### src/rtl/gray_f32_to_u8_writer.sv
// Float gray pixel -> rounded/saturated byte, written to sequential frame-buffer addresses.
// Latency 2 cycles accept-to-write; in_ready only in RUN, no downstream backpressure.
module gray_f32_to_u8_writer #(
  parameter int ADDR_W = 10,
  parameter int NPIX   = 1024
) (
  input  logic              clk,
  input  logic              rst,
  input  logic              start,
  input  logic              in_valid,
  input  logic [31:0]       in_data,
  output logic              in_ready,
  output logic              wr_en,
  output logic [ADDR_W-1:0] wr_addr,
  output logic [7:0]        wr_data,
  output logic              busy,
  output logic              done,
  output logic [ADDR_W:0]   sat_cnt
);

  typedef enum logic [1:0] {S_IDLE, S_RUN, S_FLUSH, S_DONE} state_t;

  localparam logic [ADDR_W:0] LP_LAST = (ADDR_W+1)'(NPIX - 1);

  state_t            r_state;
  state_t            w_next;
  logic [ADDR_W:0]   r_acc_cnt;
  logic              w_accept;
  logic              w_last;
  logic              w_start;

  logic              r_s1_vld;
  logic              r_s1_zero;
  logic              r_s1_sat;
  logic [8:0]        r_s1_t;

  logic              r_wr_en;
  logic [ADDR_W-1:0] r_wr_addr;
  logic [ADDR_W-1:0] r_next_addr;
  logic [7:0]        r_wr_data;
  logic [ADDR_W:0]   r_sat_cnt;

  logic              w_sign;
  logic [7:0]        w_exp;
  logic [22:0]       w_man;
  logic              w_nan;
  logic              w_zero;
  logic              w_big;
  logic [4:0]        w_shift;
  logic [8:0]        w_t;
  logic [8:0]        w_r9;
  logic              w_s2_sat;
  logic [7:0]        w_s2_data;

  assign w_accept = in_valid & in_ready;
  assign w_last   = w_accept && (r_acc_cnt == LP_LAST);
  assign w_start  = start && ((r_state == S_IDLE) || (r_state == S_DONE));

  always_ff @(posedge clk) begin
    if (rst) r_state <= S_IDLE;
    else     r_state <= w_next;
  end

  // FLUSH ends once S1 is empty: the last write is then leaving S2 this cycle.
  always_comb begin
    w_next = r_state;
    case (r_state)
      S_IDLE:  if (start) w_next = S_RUN;
      S_RUN:   if (w_last) w_next = S_FLUSH;
      S_FLUSH: if (!r_s1_vld) w_next = S_DONE;
      S_DONE:  if (start) w_next = S_RUN;
      default: w_next = S_IDLE;
    endcase
  end

  always_comb begin
    in_ready = (r_state == S_RUN);
    busy     = (r_state == S_RUN) || (r_state == S_FLUSH);
    done     = (r_state == S_DONE);
  end

  always_ff @(posedge clk) begin
    if (rst)           r_acc_cnt <= '0;
    else if (w_start)  r_acc_cnt <= '0;
    else if (w_accept) r_acc_cnt <= r_acc_cnt + 1'b1;
  end

  // x = {1,m} * 2^(e-150); t = floor(x*2) for e in 126..134, so r = (t+1)>>1.
  assign w_sign  = in_data[31];
  assign w_exp   = in_data[30:23];
  assign w_man   = in_data[22:0];
  assign w_nan   = (w_exp == 8'd255) && (w_man != 23'd0);
  assign w_zero  = w_sign || w_nan || (w_exp < 8'd126);
  assign w_big   = !w_zero && (w_exp >= 8'd135);
  assign w_shift = 5'(8'd149 - w_exp);
  assign w_t     = 9'({1'b1, w_man} >> w_shift);

  always_ff @(posedge clk) begin
    if (rst) begin
      r_s1_vld  <= 1'b0;
      r_s1_zero <= 1'b0;
      r_s1_sat  <= 1'b0;
      r_s1_t    <= '0;
    end else begin
      r_s1_vld  <= w_accept;
      r_s1_zero <= w_zero;
      r_s1_sat  <= w_big;
      r_s1_t    <= w_t;
    end
  end

  assign w_r9      = 9'(({1'b0, r_s1_t} + 10'd1) >> 1);
  assign w_s2_sat  = !r_s1_zero && (r_s1_sat || w_r9[8]);
  assign w_s2_data = r_s1_zero ? 8'd0 : (w_s2_sat ? 8'd255 : w_r9[7:0]);

  always_ff @(posedge clk) begin
    if (rst) begin
      r_wr_en     <= 1'b0;
      r_wr_addr   <= '0;
      r_next_addr <= '0;
      r_wr_data   <= '0;
      r_sat_cnt   <= '0;
    end else begin
      r_wr_en <= r_s1_vld;
      if (w_start) begin
        r_wr_addr   <= '0;
        r_next_addr <= '0;
        r_sat_cnt   <= '0;
      end else if (r_s1_vld) begin
        r_wr_data   <= w_s2_data;
        r_wr_addr   <= r_next_addr;
        r_next_addr <= r_next_addr + 1'b1;
        if (w_s2_sat) r_sat_cnt <= r_sat_cnt + 1'b1;
      end
    end
  end

  assign wr_en   = r_wr_en;
  assign wr_addr = r_wr_addr;
  assign wr_data = r_wr_data;
  assign sat_cnt = r_sat_cnt;

endmodule

### config.mk
export PLATFORM = sky130hd
export DESIGN_NAME = gray_f32_to_u8_writer
export DESIGN_NICKNAME = d
export VERILOG_FILES = /design/src/rtl/gray_f32_to_u8_writer.sv
export SDC_FILE = /design/constraint.sdc
export NUM_CORES = 1
export LEC_CHECK = 0
export CAP_MARGIN = 10
export CORE_AREA = 5 5 121 123
export DETAILED_ROUTE_END_ITERATION = 12
export DIE_AREA = 0 0 126 128
export DONT_BUFFER_PORTS = 1
export MAX_ROUTING_LAYER = met4
export SYNTH_ARGS = -nofsm -noshare
export SYNTH_HDL_FRONTEND = slang
export SYNTH_SLANG_ARGS = --single-unit
### constraint.sdc
create_clock -name clk -period 2.3 [get_ports clk]
set_clock_uncertainty 0.05 [all_clocks]
set_input_delay 0.345 -clock clk [delete_from_list [all_inputs] [get_ports clk]]
set_output_delay 0.345 -clock clk [all_outputs]
set_load 0.05 [all_outputs]
==> run summary <==
Tot Pwr -> 3.321 mW
Post-route ant nets -> 0
Most frequent cells in the layout -> dfxtp_1, nand2_1, nor2_1, mux2i_1, a21oi_1
Max-slew violations -> 0
Largest net degree at the start of global routing -> 34
CP startpoint kind -> flop
Tightest Hold Check Type -> input port to flop
Metal2 WL -> 4132 um
DRT Pass-1 Iters -> 4
Setup TNS -> 0 ps
Top_reg_cell synth -> dfxtp_1
Commonest non-fill, non-tap cell in the layout -> dfxtp_1
CTS resizes -> 0
Clock net sink count -> 65
Number of synthesized register bits -> 65
Nets -> 470
# diodes -> 0
Slew Limit Headroom -> 55.44%
Post-CTS setup buffer count -> 0
VDD IR max -> 0.3881 mV
Setup crit end kind -> output port
Top Metal Used -> met4
Data arrival time of the critical path -> 1460 ps
Post-Synthesis Net Count -> 462
Post-Synthesis Cells -> 418
Routed len/inst -> 15.83 um
Register clock-pin slew on the reported worst setup and hold paths -> 50 ps
Routed met3 length -> 854 um
Buffers added on ports -> 0
CTS Buf Count -> 9
Vias per cell -> 5.362
Area Overhead vs Synth -> 14.36%
Mapped Area -> 3904 um^2
Final WS setup -> 449.6 ps
Die width -> 126 um
Critical Path RT -> 1900 ps
Sequential cell area fraction in the yosys report -> 33.33%
Count of cell types in the netlist -> 53
DR vias -> 3276
Initial antenna violation count -> 0
Initial Util -> 28.79%
CTS tree -> done
Pre-CTS WS -> 168.1 ps
Actual slew at the worst max-slew pin -> 667.4 ps
Synthesis warning total -> 0
Final wirelength -> 9671 um
Top-Level Pins -> 69
Critical Path Fanout Max -> 5
Violation count after the first detailed-route iteration -> 174
First-pass GRT wire length -> 15910 um
H-tree depth -> 3
Fmax achieved -> 540.4 MHz
Clock Latency Late Sink -> 330 ps
Root Driver -> clkbuf_16
EDFF count, synth -> 0
RSZ-0062 raised after global routing -> false
Rows -> 43
Status -> finished, final reports clean
Clock buffer depth -> 2
GPL Wtd Cong -> 0.8756
Synthesized area per cell -> 9.339 um^2
Cell Pwr Density -> 743.9 nW/um^2
DP HPWL -> 7263 um
Async SR Flop Fraction -> 0%
Vias in the first global route -> 3155
# hold bufs at CTS -> 0
Die Y -> 128 um
Post-layout util -> 32.93%
GRT Overall Usage -> 12.36%
Overflow after GRT -> 0
Maxcap violations -> 0
Core ar. -> 13560 um^2
Hold Vio Cnt, Final -> 0
DRC viols -> 0
Leakage -> 1.592 nW
Met1 wire length -> 4529 um
Full die area -> 16130 um^2
Final count of negative-setup-slack endpoints -> 0
Hold Slack -> 39.20 ps
Crit share post-route -> 80.45%
Layout cells sized above 1 -> 13.46%
Min Tclk post-route -> 1850 ps
Worst Path Class, Setup -> flop to output port
critical path, stage by stage (launching register included):
cell and delay, ps:
dfxtp_1 400, inv_1 70, ha_1 340, inv_1 120, buf_4 210
cells by family (layout without fill, tap and decap cells):
logic type	Yosys count	in the layout	synth area share, %
simple gates	163	163	22.28
mux	55	55	19.87
flops	65	65	33.33
fa+ha+maj	8	8	2.564
xor+xnor	20	20	4.680
compound gates	79	79	13.46
buf+inv	28	41	3.814
state kept, by name (all words and copies together), names as in the netlist, 2 cells and up:
| signal | flops |
|---|---|
| wr_addr | 10 |
| r_state | 2 |
| r_acc_cnt | 11 |
| wr_data | 8 |
| r_next_addr | 10 |
| sat_cnt | 11 |
| r_s1_t | 9 |
per-stage QoR:
step	area, um^2	cells
2_1_floorplan	3904	418
5_1_grt	4464	611
4_1_cts	4464	611
3_3_place_gp	4158	595
6_report	4464	611
3_5_place_dp	4158	595
path summary, 6_finish.rpt:
kind	slack, ps	cells after the start	start	to
worst min-delay path	40	1	rst	r_state[0]$_SDFFE_PP0P_
worst max-delay path	450	4	r_state[0]$_SDFFE_PP0P_	busy
worst max register to register	460	5	r_state[0]$_SDFFE_PP0P_	r_acc_cnt[10]$_SDFFE_PP0P_
worst min register to register	420	2	r_acc_cnt[1]$_SDFFE_PP0P_	r_acc_cnt[1]$_SDFFE_PP0P_
cell usage after synthesis (all sizes together), types with 8 or more instances:
cell   number  share of area, %
dfxtp      65                33
nand2      35               3.4
mux2i      34               8.7
nor2       34               3.3
a21oi      22               2.8
nand3      18               2.3
mux4       17                10
buf        15               2.6
o21ai      15               1.9
xor2       13               2.9
and3        9               1.4
nand4       9               1.4
or4         9               1.7
ha          8               2.6
nor4        8               1.3
o31ai       8               1.5
cell type report:
type / count / area (um^2)
repair buffers: 19 / 155.1
fillers: 1396 / 9094
multi-input cells: 325 / 2454
clock buffers: 11 / 252.7
inverters: 6 / 22.52
flip-flops and latches: 65 / 1301
clock inverters: 5 / 53.80
well taps: 180 / 225.2
per-layer routing:
metal / global-route usage [%] / up-vias
li1: - / 1623
met1: 15.93 / 1538
met2: 17.93 / 101
met3: 4.750 / 14
met4: 3.912 / 0
met5: - / -
where the power goes:
| group | total (mW) | leakage [nW] | switching, mW | internal (mW) |
|---|---|---|---|---|
| registers | 1.24 | 0.526 | 0.0686 | 1.18 |
| logic | 0.701 | 0.911 | 0.413 | 0.288 |
| clock network | 1.38 | 0.155 | 0.483 | 0.893 |
(Power assumes the default switching activity.)
